===== config.mk =====
export PLATFORM = sky130hd
export DESIGN_NAME = pingpong_game_ctrl_flat
export DESIGN_NICKNAME = d
export VERILOG_FILES = /design/src/rtl/pingpong_game_ctrl_if.sv /design/src/rtl/pingpong_game_ctrl.sv /design/src/flat_wrapper.sv
export SDC_FILE = /design/constraint.sdc
export NUM_CORES = 1
export LEC_CHECK = 0
export CORE_MARGIN = 5
export CORE_UTILIZATION = 37
export CTS_CLUSTER_SIZE = 30
export DETAILED_ROUTE_END_ITERATION = 8
export GPL_TIMING_DRIVEN = 0
export RECOVER_POWER = 25
export SYNTH_ARGS = -nofsm -noshare
export SYNTH_HDL_FRONTEND = slang
export SYNTH_SLANG_ARGS = --single-unit

===== constraint.sdc =====
create_clock -name clk -period 2.9 [get_ports clk]
set_clock_uncertainty 0.1 [all_clocks]
set_input_delay 0.435 -clock clk [delete_from_list [all_inputs] [get_ports clk]]
set_output_delay 0.435 -clock clk [all_outputs]
set_load 0.1 [all_outputs]

===== src/rtl/pingpong_game_ctrl_if.sv =====
// Player-key and display bundle for the ping-pong game controller.
// The key inputs (start, hit_l, hit_r) are single-cycle pulses with no
// back-pressure: a pulse is consumed on the edge that samples it or it is
// dropped. The display outputs are registered levels that are always valid.
interface pingpong_game_ctrl_if #(
    parameter int N_LED = 8
);
    logic             start;
    logic             hit_l;
    logic             hit_r;
    logic [N_LED-1:0] ball;
    logic [3:0]       score_l;
    logic [3:0]       score_r;
    logic [1:0]       winner;
    logic [2:0]       state;

    // Key/debouncer side: drives the pulses, watches the display outputs.
    modport master (
        output start, hit_l, hit_r,
        input  ball, score_l, score_r, winner, state
    );

    // Controller side.
    modport slave (
        input  start, hit_l, hit_r,
        output ball, score_l, score_r, winner, state
    );
endinterface


===== src/rtl/pingpong_game_ctrl.sv =====
// Ping-pong game sequencer: serve, ball travel on a divided tick, hit
// windows at both ends, scoring and game end. Every output is a register
// updated in the same single FSM block that advances the state.
module pingpong_game_ctrl #(
    parameter int N_LED     = 8,
    parameter int TICK_DIV  = 25000000,
    parameter int SCORE_MAX = 9
) (
    input  logic                clk,
    input  logic                rst,
    pingpong_game_ctrl_if.slave bus
);
    localparam int PW = $clog2(N_LED);
    localparam int CW = $clog2(TICK_DIV);
    localparam logic [PW-1:0]    LAST   = PW'(N_LED - 1);
    localparam logic [CW-1:0]    TOP    = CW'(TICK_DIV - 1);
    localparam logic [3:0]       SMAX   = 4'(SCORE_MAX);
    localparam logic [N_LED-1:0] ALL_ON = '1;

    typedef enum logic [2:0] {
        IDLE      = 3'd0,
        SERVE_L   = 3'd1,
        SERVE_R   = 3'd2,
        MOVE_R    = 3'd3,
        MOVE_L    = 3'd4,
        POINT     = 3'd5,
        GAME_OVER = 3'd6
    } state_t;

    state_t           state_q;
    logic [PW-1:0]    pos_q;
    logic [CW-1:0]    cnt_q;
    logic [N_LED-1:0] ball_q;
    logic [3:0]       score_l_q;
    logic [3:0]       score_r_q;
    logic [1:0]       winner_q;
    logic             left_scored_q;  // who took the point currently on hold
    logic             tick;

    function automatic logic [N_LED-1:0] onehot(input logic [PW-1:0] p);
        logic [N_LED-1:0] one;
        one = {{(N_LED-1){1'b0}}, 1'b1};
        return one << p;
    endfunction

    // Step/hold strobe: last cycle of each TICK_DIV-long period.
    assign tick = (cnt_q == TOP);

    // Game FSM; every transition clears the tick counter so each new
    // step or hold lasts a full period.
    always_ff @(posedge clk or posedge rst) begin
        if (rst) begin
            state_q       <= IDLE;
            pos_q         <= '0;
            cnt_q         <= '0;
            ball_q        <= '0;
            score_l_q     <= '0;
            score_r_q     <= '0;
            winner_q      <= 2'b00;
            left_scored_q <= 1'b0;
        end else begin
            case (state_q)
                IDLE: begin
                    cnt_q  <= '0;
                    ball_q <= '0;
                    if (bus.start) begin
                        state_q   <= SERVE_L;
                        pos_q     <= '0;
                        ball_q    <= onehot('0);
                        score_l_q <= '0;
                        score_r_q <= '0;
                        winner_q  <= 2'b00;
                    end
                end

                SERVE_L: begin
                    cnt_q  <= '0;
                    pos_q  <= '0;
                    ball_q <= onehot('0);
                    if (bus.hit_l) begin
                        state_q <= MOVE_R;
                    end
                end

                SERVE_R: begin
                    cnt_q  <= '0;
                    pos_q  <= LAST;
                    ball_q <= onehot(LAST);
                    if (bus.hit_r) begin
                        state_q <= MOVE_L;
                    end
                end

                MOVE_R: begin
                    if (bus.hit_r && pos_q == LAST) begin
                        state_q <= MOVE_L;
                        cnt_q   <= '0;
                    end else if (bus.hit_r) begin
                        // Early strike by the right player.
                        state_q       <= POINT;
                        cnt_q         <= '0;
                        score_l_q     <= score_l_q + 4'd1;
                        left_scored_q <= 1'b1;
                    end else if (tick) begin
                        cnt_q <= '0;
                        if (pos_q == LAST) begin
                            state_q       <= POINT;
                            score_l_q     <= score_l_q + 4'd1;
                            left_scored_q <= 1'b1;
                        end else begin
                            pos_q  <= pos_q + PW'(1);
                            ball_q <= onehot(pos_q + PW'(1));
                        end
                    end else begin
                        cnt_q <= cnt_q + CW'(1);
                    end
                end

                MOVE_L: begin
                    if (bus.hit_l && pos_q == '0) begin
                        state_q <= MOVE_R;
                        cnt_q   <= '0;
                    end else if (bus.hit_l) begin
                        // Early strike by the left player.
                        state_q       <= POINT;
                        cnt_q         <= '0;
                        score_r_q     <= score_r_q + 4'd1;
                        left_scored_q <= 1'b0;
                    end else if (tick) begin
                        cnt_q <= '0;
                        if (pos_q == '0) begin
                            state_q       <= POINT;
                            score_r_q     <= score_r_q + 4'd1;
                            left_scored_q <= 1'b0;
                        end else begin
                            pos_q  <= pos_q - PW'(1);
                            ball_q <= onehot(pos_q - PW'(1));
                        end
                    end else begin
                        cnt_q <= cnt_q + CW'(1);
                    end
                end

                POINT: begin
                    // Ball stays frozen where the point ended.
                    if (tick) begin
                        cnt_q <= '0;
                        if (score_l_q == SMAX || score_r_q == SMAX) begin
                            state_q  <= GAME_OVER;
                            ball_q   <= ALL_ON;
                            winner_q <= (score_l_q == SMAX) ? 2'b01 : 2'b10;
                        end else if (left_scored_q) begin
                            state_q <= SERVE_R;
                            pos_q   <= LAST;
                            ball_q  <= onehot(LAST);
                        end else begin
                            state_q <= SERVE_L;
                            pos_q   <= '0;
                            ball_q  <= onehot('0);
                        end
                    end else begin
                        cnt_q <= cnt_q + CW'(1);
                    end
                end

                GAME_OVER: begin
                    cnt_q  <= '0;
                    ball_q <= ALL_ON;
                    if (bus.start) begin
                        state_q   <= SERVE_L;
                        pos_q     <= '0;
                        ball_q    <= onehot('0);
                        score_l_q <= '0;
                        score_r_q <= '0;
                        winner_q  <= 2'b00;
                    end
                end

                default: begin
                    state_q <= IDLE;
                    pos_q   <= '0;
                    cnt_q   <= '0;
                    ball_q  <= '0;
                end
            endcase
        end
    end

    assign bus.ball    = ball_q;
    assign bus.score_l = score_l_q;
    assign bus.score_r = score_r_q;
    assign bus.winner  = winner_q;
    assign bus.state   = state_q;
endmodule


===== src/flat_wrapper.sv =====
// flat-port wrapper written by rule: the top's interface ports become plain ports
module pingpong_game_ctrl_flat 
#(
    parameter int N_LED     = 8,
    parameter int TICK_DIV  = 25000000,
    parameter int SCORE_MAX = 9
)
  (clk, rst, bus_start, bus_hit_l, bus_hit_r, bus_ball, bus_score_l, bus_score_r, bus_winner, bus_state);
  pingpong_game_ctrl_if #(.N_LED(N_LED)) bus_i ();
  input  logic clk;
  input  logic rst;
  input wire logic [$bits(bus_i.start)-1:0] bus_start;
  input wire logic [$bits(bus_i.hit_l)-1:0] bus_hit_l;
  input wire logic [$bits(bus_i.hit_r)-1:0] bus_hit_r;
  output wire logic [$bits(bus_i.ball)-1:0] bus_ball;
  output wire logic [$bits(bus_i.score_l)-1:0] bus_score_l;
  output wire logic [$bits(bus_i.score_r)-1:0] bus_score_r;
  output wire logic [$bits(bus_i.winner)-1:0] bus_winner;
  output wire logic [$bits(bus_i.state)-1:0] bus_state;
  assign bus_i.start = bus_start;
  assign bus_i.hit_l = bus_hit_l;
  assign bus_i.hit_r = bus_hit_r;
  assign bus_ball = bus_i.ball;
  assign bus_score_l = bus_i.score_l;
  assign bus_score_r = bus_i.score_r;
  assign bus_winner = bus_i.winner;
  assign bus_state = bus_i.state;
  pingpong_game_ctrl #(.N_LED(N_LED), .TICK_DIV(TICK_DIV), .SCORE_MAX(SCORE_MAX)) u_core (.clk(clk), .rst(rst), .bus(bus_i));
endmodule

==> results of run 1 <==
==> critical path, stage by stage (launching register included) <==
cell and delay [ns]:
dfrtp_1 0.42, nor4_2 0.33, nand4_1 0.25, or3_4 0.49, a21o_1 0.17, clkbuf_1 0.22
a21oi_2 0.24, mux2_2 0.36
==> final timing paths <==
check	from	endpoint	slack [ns]	cells past startpoint
min reg2reg	u_core.bus.ball[2]$_DFFE_PP0P_	u_core.bus.ball[2]$_DFFE_PP0P_	0.38	2
max in group asynchronous	rst	u_core.cnt_q[7]$_DFF_PP0_	0.95	3
min	u_core.bus.ball[2]$_DFFE_PP0P_	u_core.bus.ball[2]$_DFFE_PP0P_	0.38	2
max	u_core.cnt_q[9]$_DFF_PP0_	u_core.pos_q[0]$_DFFE_PP0P_	0.20	7
min in group asynchronous	rst	u_core.bus.score_r[0]$_DFFE_PP0P_	0.49	2
max reg2reg	u_core.cnt_q[9]$_DFF_PP0_	u_core.pos_q[0]$_DFFE_PP0P_	0.20	7
==> stage by stage <==
| stage | utilization, % | std cells |
|---|---|---|
| finish | 44.19 | 451 |
| global route | 44.19 | 451 |
| CTS | 44.28 | 451 |
| detailed placement | 42.83 | 444 |
| global placement | 42.57 | 443 |
| floorplan | - | 317 |
==> power groups by stage <==
stage | combinational (mW) | clock [mW] | sequential (mW)
finish | 2.21 | 0.507 | 0.961
global route | 2.39 | 0.559 | 0.986
CTS | 2.22 | 0.530 | 0.962
detailed placement | 2.21 | 0 | 0.976
global placement | 2.20 | 0 | 0.972
floorplan | 0.993 | 0 | 1.70
==> state kept, by name, summed over array words and instances, names as in the netlist <==
name                  count
u_core.cnt_q             25
u_core.bus.ball           8
u_core.bus.score_l        4
u_core.bus.score_r        4
u_core.bus.state          3
u_core.pos_q              3
u_core.bus.winner         2
u_core.left_scored_q      1
==> timing repair <==
item,CTS,global route
hold buffers,0,0
buffers inserted,0,0
setup endpoints to repair,0,2
resized for setup,0,1
==> cell usage after synthesis (2+ instances only) <==
library cell and n:
a211o_1 2, a211oi_1 2, a21o_1 4, a21oi_1 11, a31oi_1 4, and3_1 9, and4_1 5, clkbuf_1 15
dfrtp_1 50, ha_1 9, inv_1 13, mux2_2 3, mux2i_1 2, nand2_1 24, nand2b_1 7, nand3_1 18
nand3b_1 2, nand4_1 8, nor2_1 38, nor2b_1 4, nor3_1 4, nor4_1 2, o211ai_1 2, o21a_1 2
o21ai_0 11, o21ai_2 8, o22ai_1 4, o31ai_1 2, or3_1 2, xnor2_1 6, xor2_1 21
==> logic make-up (layout without fill, tap and decap cells) <==
logic type / after synthesis / in the layout / synth area share (%)
multiplexers: 5 / 5 / 1.841
adder cells (fa/ha/maj): 9 / 9 / 3.854
flip-flops: 50 / 50 / 42.83
buffers and inverters: 30 / 62 / 4.154
XOR/XNOR: 27 / 27 / 8.094
AO/OA/AOI/OAI: 64 / 64 / 15.67
AND/OR/NAND/NOR: 132 / 132 / 23.55
==> area by class of cell <==
| type | instances | area, sq um |
|---|---|---|
| fill | 737 | 4313 |
| tap | 102 | 127.6 |
| inverter | 13 | 48.80 |
| sequential | 50 | 1251 |
| multi-input combinational | 237 | 1556 |
| clock inverter | 1 | 30.03 |
| timing repair buffer | 25 | 245.2 |
| clock buffer | 6 | 82.58 |
| buffer | 17 | 72.57 |
==> per-layer routing <==
metal	GRT usage (%)	part of all wire (%)	vias to the layer above
met5	0	0	-
met4	3.571	0.48	0
met3	2.406	2.5	2
met2	21.64	48	40
met1	18.95	49	1095
li1	-	-	1181
==> results.md, run 1 <==
* Comb pwr share at 60.1%
* Maximum vdd drop at 0.0007903 V
* Detailed Route WL at 6303 um
* Num CTS Buffers at 5
* DRC violations left at 0
* RSZ-0062 raised after global routing: no
* Sw Share at 52.80%
* Critical Path RT at 3.00 ns
* Clk sink count at 50
* Cell area after layout at 3415 sq um
* Sequential share of power at 26.1%
* # IOs at 26
* Overall routing resource usage at 13.56%
* Gr ovfl total at 0
* PD cells at 1078 nW/um^2
* First-pass iteration count of the detailed router at 4
* Post-synth ARST share at 100.0%
* DP Worst Slack at 0.1953 ns
* Root Buffer: clkbuf_8
* ANT nets after route at 0
* Number of enable flip-flop cells after synthesis at 0
* Final worst slack at 0.2042 ns
* Setup TNS at 0 ns
* Cell accounting for the most synthesized area: dfrtp_1
* Most common cell after layout, fill and taps aside: dfrtp_1
* Clock slew seen by the registers of the worst setup and hold paths at 0.09 ns
* Worst Tran Pin Value at 0.9764 ns
* Die Ht at 98.86 um
* Synth top area cells: dfrtp_1 43%, xor2_1 6.3%, nor2_1 4.9%
* Seq/Total Area, Yosys at 42.83%
* Syn. warnings at 0
* Syn nets at 331
* H-tree level count at 2
* Post-synthesis instance total at 317
* P_sw at 1.943 mW
* Area growth from synthesis to layout at 16.87%
* Largest net degree at the start of global routing at 39
* Nets@finish at 363
* First-pass GRT wire length at 10980 um
* Fin. Hold Viols at 0
* Cell area after placement at 3309 sq um
* Final min period at 2.696 ns
* CP startpoint kind: register
* Clock power frac at 13.8%
* Vias in the first global route at 2285
* Die area at 9773 sq um
* Worst slew margin at 34.70%
* Final HPWL DP at 4535 um
* Most frequent cells in the layout: 50 x dfrtp_1, 38 x nor2_1, 24 x nand2_1
* Final hold slack at 0.3804 ns
* Initial antenna violation count at 0
* Critical path class: reg -> reg
* Max-Cap Viols at 0
* Most used DFF post-synth: dfrtp_1
* Worst EP arrival at 2.79 ns
* Core Area at 7727 sq um
* Setup violations, final at 0
* Total power at 3.680 mW
* Std cell rows at 32
* Die W at 98.86 um
* DR WL/cell at 13.98 um
* Port Buffers at 24
* Via count of the routed design at 2318
* Outcome: finished clean
* Area of the mapped netlist at 2922 sq um
* Initial Util at 37.81%
* Fin. max-slew vios at 0
* #FFs+latches synth at 50
* Crit end category: register
* Int Power at 1.737 mW
* Hold/Removal Path Class: reg -> reg
* Final RePlAce weighted congestion at 0.8464
* Crit-path max FO at 9
* FMAX at 370.9 MHz
* Ant diodes at 0
* TritonCTS clock tree: done
* Worst-Skew Late Latency at 0.30 ns
* Vias/cell at 5.140
* LEAKAGE at 1.454 nW
* Fraction of layout cells with a size suffix above 1 at 8.309%
* Clock Tree Buf Depth at 2
* Unique masters post-synth at 54
* Final period utilization at 92.96%
* Top-area cell type share of the netlist area at 42.83%
* DRT iter0 DRCs at 119
* Syn Area/Cell at 9.216 sq um
Power figures use the tool's default switching activity.
==> inputs of run 2 (changes only) <==
- CORE_ASPECT_RATIO: unset -> 0.6
- CORE_UTILIZATION: 37 -> 35
==> run 2 against run 1 <==
Against the previous run: flip-flop and latch count is the same; combinational power increased by 3%; wire length rose by 9.2%; via count grew 3.5%; maximum frequency rose by 1.1%; non-clock buffer count is the same; critical path type unchanged; critical endpoint unchanged; highest routed layer unchanged.
==> results.md, run 2 (synthesis results as in run 1) <==
* DR WL/cell at 15.03 um (+7.5%)
* RSZ-0062 raised after global routing: no
* Most frequent cells in the layout: 50 x dfrtp_1, 38 x nor2_1, 24 x nand2_1
* Via count of the routed design at 2400 (+3.5%)
* Die W at 128.0 um (+29%)
* Initial Util at 36.48% (-1.3 points)
* Gr ovfl total at 0 (unchanged)
* Slowest Stage Delay on Critical Path at 0.49 ns (about the same)
* Resized Gates After CTS at 0 (unchanged)
* Clock slew seen by the registers of the worst setup and hold paths at 0.07 ns (-0.02 ns)
* Vias in the first global route at 2274 (-0.48%)
* Crit path max-delay family: simple AND/OR/NAND/NOR gates
* Initial antenna violation count at 0 (unchanged)
* Hold_buf cts at 0 (unchanged)
* Root Buffer: clkbuf_16
* Critical Path RT at 2.98 ns (-0.02 ns)
* Hold/Removal Path Class: reg -> reg
* Multi-input gate area at 1556 sq um (unchanged)
* Worst Tran Pin Value at 0.9873 ns (+0.01092 ns)
* Setup violations, final at 0 (unchanged)
* Crit path cell chain: nor4_2 -> nand4_1 -> or3_4 -> a21o_1 -> clkbuf_1 -> a21oi_2 -> mux2_2
* Outcome: finished clean
* Post-Layout Cell Count at 458 (+1.6%)
* DRT iter0 DRCs at 201 (+69%)
* PD cells at 1108 nW/um^2 (+2.8%)
* Sequential Area at 1251 sq um (unchanged)
* DP Worst Slack at 0.1500 ns (-0.04530 ns)
* Overall routing resource usage at 14.44% (+0.89 points)
* Largest net degree at the start of global routing at 29 (-26%)
* Clk sink count at 50 (unchanged)
* Setup TNS at 0 ns (unchanged)
* Max FFs per register at 25 (unchanged)
* Maximum vdd drop at 0.0008387 V (+6.1%)
* Std cell rows at 25 (-22%)
* Critical path class: reg -> reg
* Clock Tree Buf Depth at 2 (unchanged)
* # IOs at 26 (unchanged)
* Slowest CP cell: or3_4
* First-pass iteration count of the detailed router at 5 (+1)
* Final HPWL DP at 5178 um (+14%)
* Placed insts at 450 (+1.4%)
* DRC violations left at 0 (unchanged)
* Worst slew margin at 33.97% (-0.73 points)
* Vias/cell at 5.240 (+2.0%)
* First-pass GRT wire length at 11750 um (+7.0%)
* Fraction of layout cells with a size suffix above 1 at 8.286% (-0.024 points)
* Worst-Skew Late Latency at 0.29 ns (about the same)
* Fin. max-slew vios at 0 (unchanged)
* Final period utilization at 91.96% (-1.0 points)
* Top reg by flops: u_core.cnt_q
* Worst EP arrival at 2.74 ns (-0.05 ns)
* Die area at 10330 sq um (+5.7%)
* CP startpoint kind: register
* Nets@finish at 363 (unchanged)
* ANT nets after route at 0 (unchanged)
* Crit end category: register
* Area growth from synthesis to layout at 18.33%
* Most common cell after layout, fill and taps aside: dfrtp_1
* Ant diodes at 0 (unchanged)
* LEAKAGE at 1.470 nW (+1.1%)
* Final worst slack at 0.2331 ns (+0.02891 ns)
* H-tree level count at 2 (unchanged)
* Max-Cap Viols at 0 (unchanged)
* Crit-path max FO at 9 (unchanged)
* Die Ht at 80.77 um (-18%)
* Core Area at 8008 sq um (+3.6%)
* Post-CTS Setup Inserts at 0 (unchanged)
* Total power at 3.829 mW (+4.1%)
* FMAX at 375.0 MHz (+1.1%)
* Final RePlAce weighted congestion at 0.9671 (+14%)
* Port Buffers at 24 (unchanged)
* Worst Path Buf+Inv at 1 (unchanged)
* Num CTS Buffers at 5 (unchanged)
* Fin. Hold Viols at 0 (unchanged)
* Final min period at 2.667 ns (-0.02890 ns)
* TritonCTS clock tree: done
* # fillers at 812 (+10%)
* Detailed Route WL at 6882 um (+9.2%)
-- run 2: cell types whose count changed in the layout (fill, tap and decap cells not counted), sizes merged --
cell / change
clkinv: +1
bufinv: -1
clkbuf: +1
-- run 2: cell type report --
cell class | instances | share of cell area (%)
flip-flops and latches | 50 | 36.19
plain buffers | 17 | 2.099
clock inverters | 1 | 0.1448
multi-input cells | 237 | 45.02
inverters | 13 | 1.412
clock buffers | 7 | 4.126
repair buffers | 25 | 7.094
well taps | 108 | 3.909
-- run 2: routing by layer --
layer	share of wire [%]	vias up	track usage, %
met2	36	67	18.32
met3	7.1	9	4.139
li1	-	1190	-
met5	0	-	0
met4	1.0	0	3.602
met1	56	1134	23.19
-- run 2: tightest hold or removal path, delay by kind of cell, from the launching register on --
family           cells  cell delay [ns]
AND/OR/NAND/NOR      1             0.06
flip-flops           1             0.34
AO/OA/AOI/OAI        1             0.04
-- run 2: worst paths after layout --
kind                                           startpoint                              to  slack (ns)  cells after the start
max                             u_core.cnt_q[9]$_DFF_PP0_     u_core.pos_q[0]$_DFFE_PP0P_        0.23                      7
min                        u_core.bus.ball[0]$_DFFE_PP0P_  u_core.bus.ball[0]$_DFFE_PP0P_        0.37                      2
max in group asynchronous                             rst       u_core.cnt_q[4]$_DFF_PP0_        0.77                      3
max reg2reg                     u_core.cnt_q[9]$_DFF_PP0_     u_core.pos_q[0]$_DFFE_PP0P_        0.23                      7
min reg2reg                u_core.bus.ball[0]$_DFFE_PP0P_  u_core.bus.ball[0]$_DFFE_PP0P_        0.37                      2
min in group asynchronous                             rst      u_core.cnt_q[18]$_DFF_PP0_        0.70                      2
-- run 2: power breakdown --
part	internal [mW]	switching, mW
registers	0.840	0.125
clock network	0.343	0.257
logic	0.623	1.64
total	1.81	2.02
-- run 2: stage by stage --
stage | cell area [sq um] | hold slack, ns | utilization (%)
2_1_floorplan | 2922 | 0.3690 | -
3_3_place_gp | 3297 | 0.3619 | 41.17
3_5_place_dp | 3317 | 0.3674 | 41.42
4_1_cts | 3465 | 0.3823 | 43.27
5_1_grt | 3457 | 0.4108 | 43.17
6_report | 3457 | 0.3744 | 43.17
==> inputs of run 3 (changes only) <==
- CAP_MARGIN: unset -> 20
- CORE_MARGIN: 5 -> unset
- HOLD_SLACK_MARGIN: unset -> 0.05
==> run 3 against run 2 <==
Against the previous run: clock-buffer cell count fell by 2; non-clock buffer count unchanged; first-iteration DRC count decreased by 27%; sequential share of layout area down 0.23 points; maximum frequency down 2.1%; worst setup slack got worse by 0.058 ns; worst hold slack improved by 0.0053 ns; die area fell by 16%; sequential power barely moved; wire length shrank 5.0%; critical path depth stayed put; critical endpoint is now u_core.pos_q[1]$_DFFE_PP0P_.
==> results.md, run 3 (synthesis results as in run 1) <==
* LEAKAGE at 1.473 nW (+0.15%)
* Crit path max-delay family: simple AND/OR/NAND/NOR gates
* Clock slew seen by the registers of the worst setup and hold paths at 0.07 ns (about the same)
* Most common cell after layout, fill and taps aside: dfrtp_1
* Initial antenna violation count at 0 (unchanged)
* Worst EP arrival at 2.81 ns (+0.07 ns)
* Max-Cap Viols at 0 (unchanged)
* H-tree level count at 2 (unchanged)
* Setup violations, final at 0 (unchanged)
* Worst slew margin at 33.88% (-0.096 points)
* Nets@finish at 363 (unchanged)
* CP startpoint kind: register
* Critical path class: reg -> reg
* Vias/cell at 5.207 (-0.63%)
* Area growth from synthesis to layout at 19.10%
* Worst Tran Pin Value at 0.9907 ns (+0.003438 ns)
* Top reg by flops: u_core.cnt_q
* Final min period at 2.725 ns (+0.05787 ns)
* Ant diodes at 0 (unchanged)
* Final RePlAce weighted congestion at 0.8599 (-11%)
* Clk sink count at 50 (unchanged)
* Root Buffer: clkbuf_16
* Overall routing resource usage at 16.40% (+2.0 points)
* FMAX at 367.0 MHz (-2.1%)
* Crit end category: register
* Critical Path RT at 2.98 ns (about the same)
* Std cell rows at 25 (unchanged)
* PD cells at 1114 nW/um^2 (+0.57%)
* Die area at 8729 sq um (-16%)
* Worst Path Buf+Inv at 1 (unchanged)
* Final HPWL DP at 4898 um (-5.4%)
* RSZ-0062 raised after global routing: no
* Finished Core Util at 43.62% (+0.45 points)
* Fin. Hold Viols at 0 (unchanged)
* Most frequent cells in the layout: 50 x dfrtp_1, 38 x nor2_1, 24 x nand2_1
* Crit path cell chain: nor4_2 -> nand4_1 -> or3_4 -> a21o_1 -> clkbuf_1 -> a21oi_2 -> mux2_2
* DP Worst Slack at 0.1849 ns (+0.03496 ns)
* Die W at 120.0 um (-6.3%)
* Initial Util at 36.63% (+0.14 points)
* Slowest Stage Delay on Critical Path at 0.47 ns (-0.02 ns)
* Worst-Skew Late Latency at 0.30 ns (about the same)
* Largest net degree at the start of global routing at 27 (-6.9%)
* Detailed Route WL at 6540 um (-5.0%)
* DRT iter0 DRCs at 147 (-27%)
* Vias in the first global route at 2106 (-7.4%)
* DRC violations left at 0 (unchanged)
* Total power at 3.876 mW (+1.2%)
* Num CTS Buffers at 5 (unchanged)
* Outcome: finished clean
* Slowest CP cell: or3_4
* Placed insts at 450 (unchanged)
* Hold/Removal Path Class: reg -> reg
* Via count of the routed design at 2385 (-0.63%)
* Final worst slack at 0.1752 ns (-0.05787 ns)
* First-pass iteration count of the detailed router at 5 (unchanged)
* Die Ht at 72.77 um (-9.9%)
* ANT nets after route at 0 (unchanged)
* Maximum vdd drop at 0.0009055 V (+8.0%)
* Crit-path max FO at 9 (unchanged)
* Post-Layout Cell Count at 458 (unchanged)
* # fillers at 790 (-2.7%)
* First-pass GRT wire length at 10980 um (-6.6%)
* Fin. max-slew vios at 0 (unchanged)
* Clock Tree Buf Depth at 2 (unchanged)
* Max FFs per register at 25 (unchanged)
* Fraction of layout cells with a size suffix above 1 at 8.571% (+0.29 points)
* Port Buffers at 24 (unchanged)
* Core Area at 7976 sq um (-0.39%)
* TritonCTS clock tree: done
* DR WL/cell at 14.28 um (-5.0%)
* Setup TNS at 0 ns (unchanged)
* Final period utilization at 93.96% (+2.0 points)
* # IOs at 26 (unchanged)
* Gr ovfl total at 0 (unchanged)
run 3: where the power goes:
| group | internal [mW] | switching (mW) |
|---|---|---|
| Sequential | 0.840 | 0.122 |
| Clock | 0.407 | 0.269 |
| Combinational | 0.622 | 1.62 |
run 3: timing repair:
item	in CTS	in global routing
setup endpoints to repair	0	1
endpoints found under the hold margin	0	0
hold buffers	0	0
resized for setup	0	1
setup buffers	0	0
run 3: final timing paths:
| path | start | to | slack (ns) | cells past startpoint |
|---|---|---|---|---|
| worst max-delay path | u_core.cnt_q[9]$_DFF_PP0_ | u_core.pos_q[1]$_DFFE_PP0P_ | 0.18 | 7 |
| worst min-delay path | u_core.bus.ball[7]$_DFFE_PP0P_ | u_core.bus.ball[7]$_DFFE_PP0P_ | 0.38 | 2 |
| worst max register to register | u_core.cnt_q[9]$_DFF_PP0_ | u_core.pos_q[1]$_DFFE_PP0P_ | 0.18 | 7 |
| worst min register to register | u_core.bus.ball[7]$_DFFE_PP0P_ | u_core.bus.ball[7]$_DFFE_PP0P_ | 0.38 | 2 |
| max in group asynchronous | rst | u_core.bus.ball[5]$_DFFE_PP0P_ | 0.81 | 3 |
| min in group asynchronous | rst | u_core.cnt_q[14]$_DFF_PP0_ | 0.71 | 2 |
run 3: final cells by class:
cell class,instances,area [sq um],area share [%]
Multi-Input combinational cell,237,1556,44.73
Sequential cell,50,1251,35.96
Timing Repair Buffer,25,245.2,7.048
Tap cell,108,135.1,3.884
Clock buffer,5,125.1,3.596
Buffer,17,72.57,2.086
Inverter,13,48.80,1.402
Clock inverter,3,45.04,1.294
run 3: routing by layer:
layer | vias to the layer above | routed length [um] | GRT usage (%)
met2 | 83 | 2383 | 20.24
li1 | 1189 | - | -
met1 | 1106 | 3621 | 26.45
met5 | - | 0 | 0
met3 | 7 | 447 | 4.063
met4 | 0 | 87 | 5.417
run 3: stage by stage:
stage               area, sq um  hold WS, ns
floorplan                  2922       0.3690
global placement           3297       0.3625
detailed placement         3317       0.3648
CTS                        3487       0.3802
global route               3480       0.3993
finish                     3480       0.3797
run 3: tightest hold or removal path: stages (launching register included):
cell and delay, ns:
dfrtp_1 0.34, nand2_1 0.06, o21ai_2 0.05
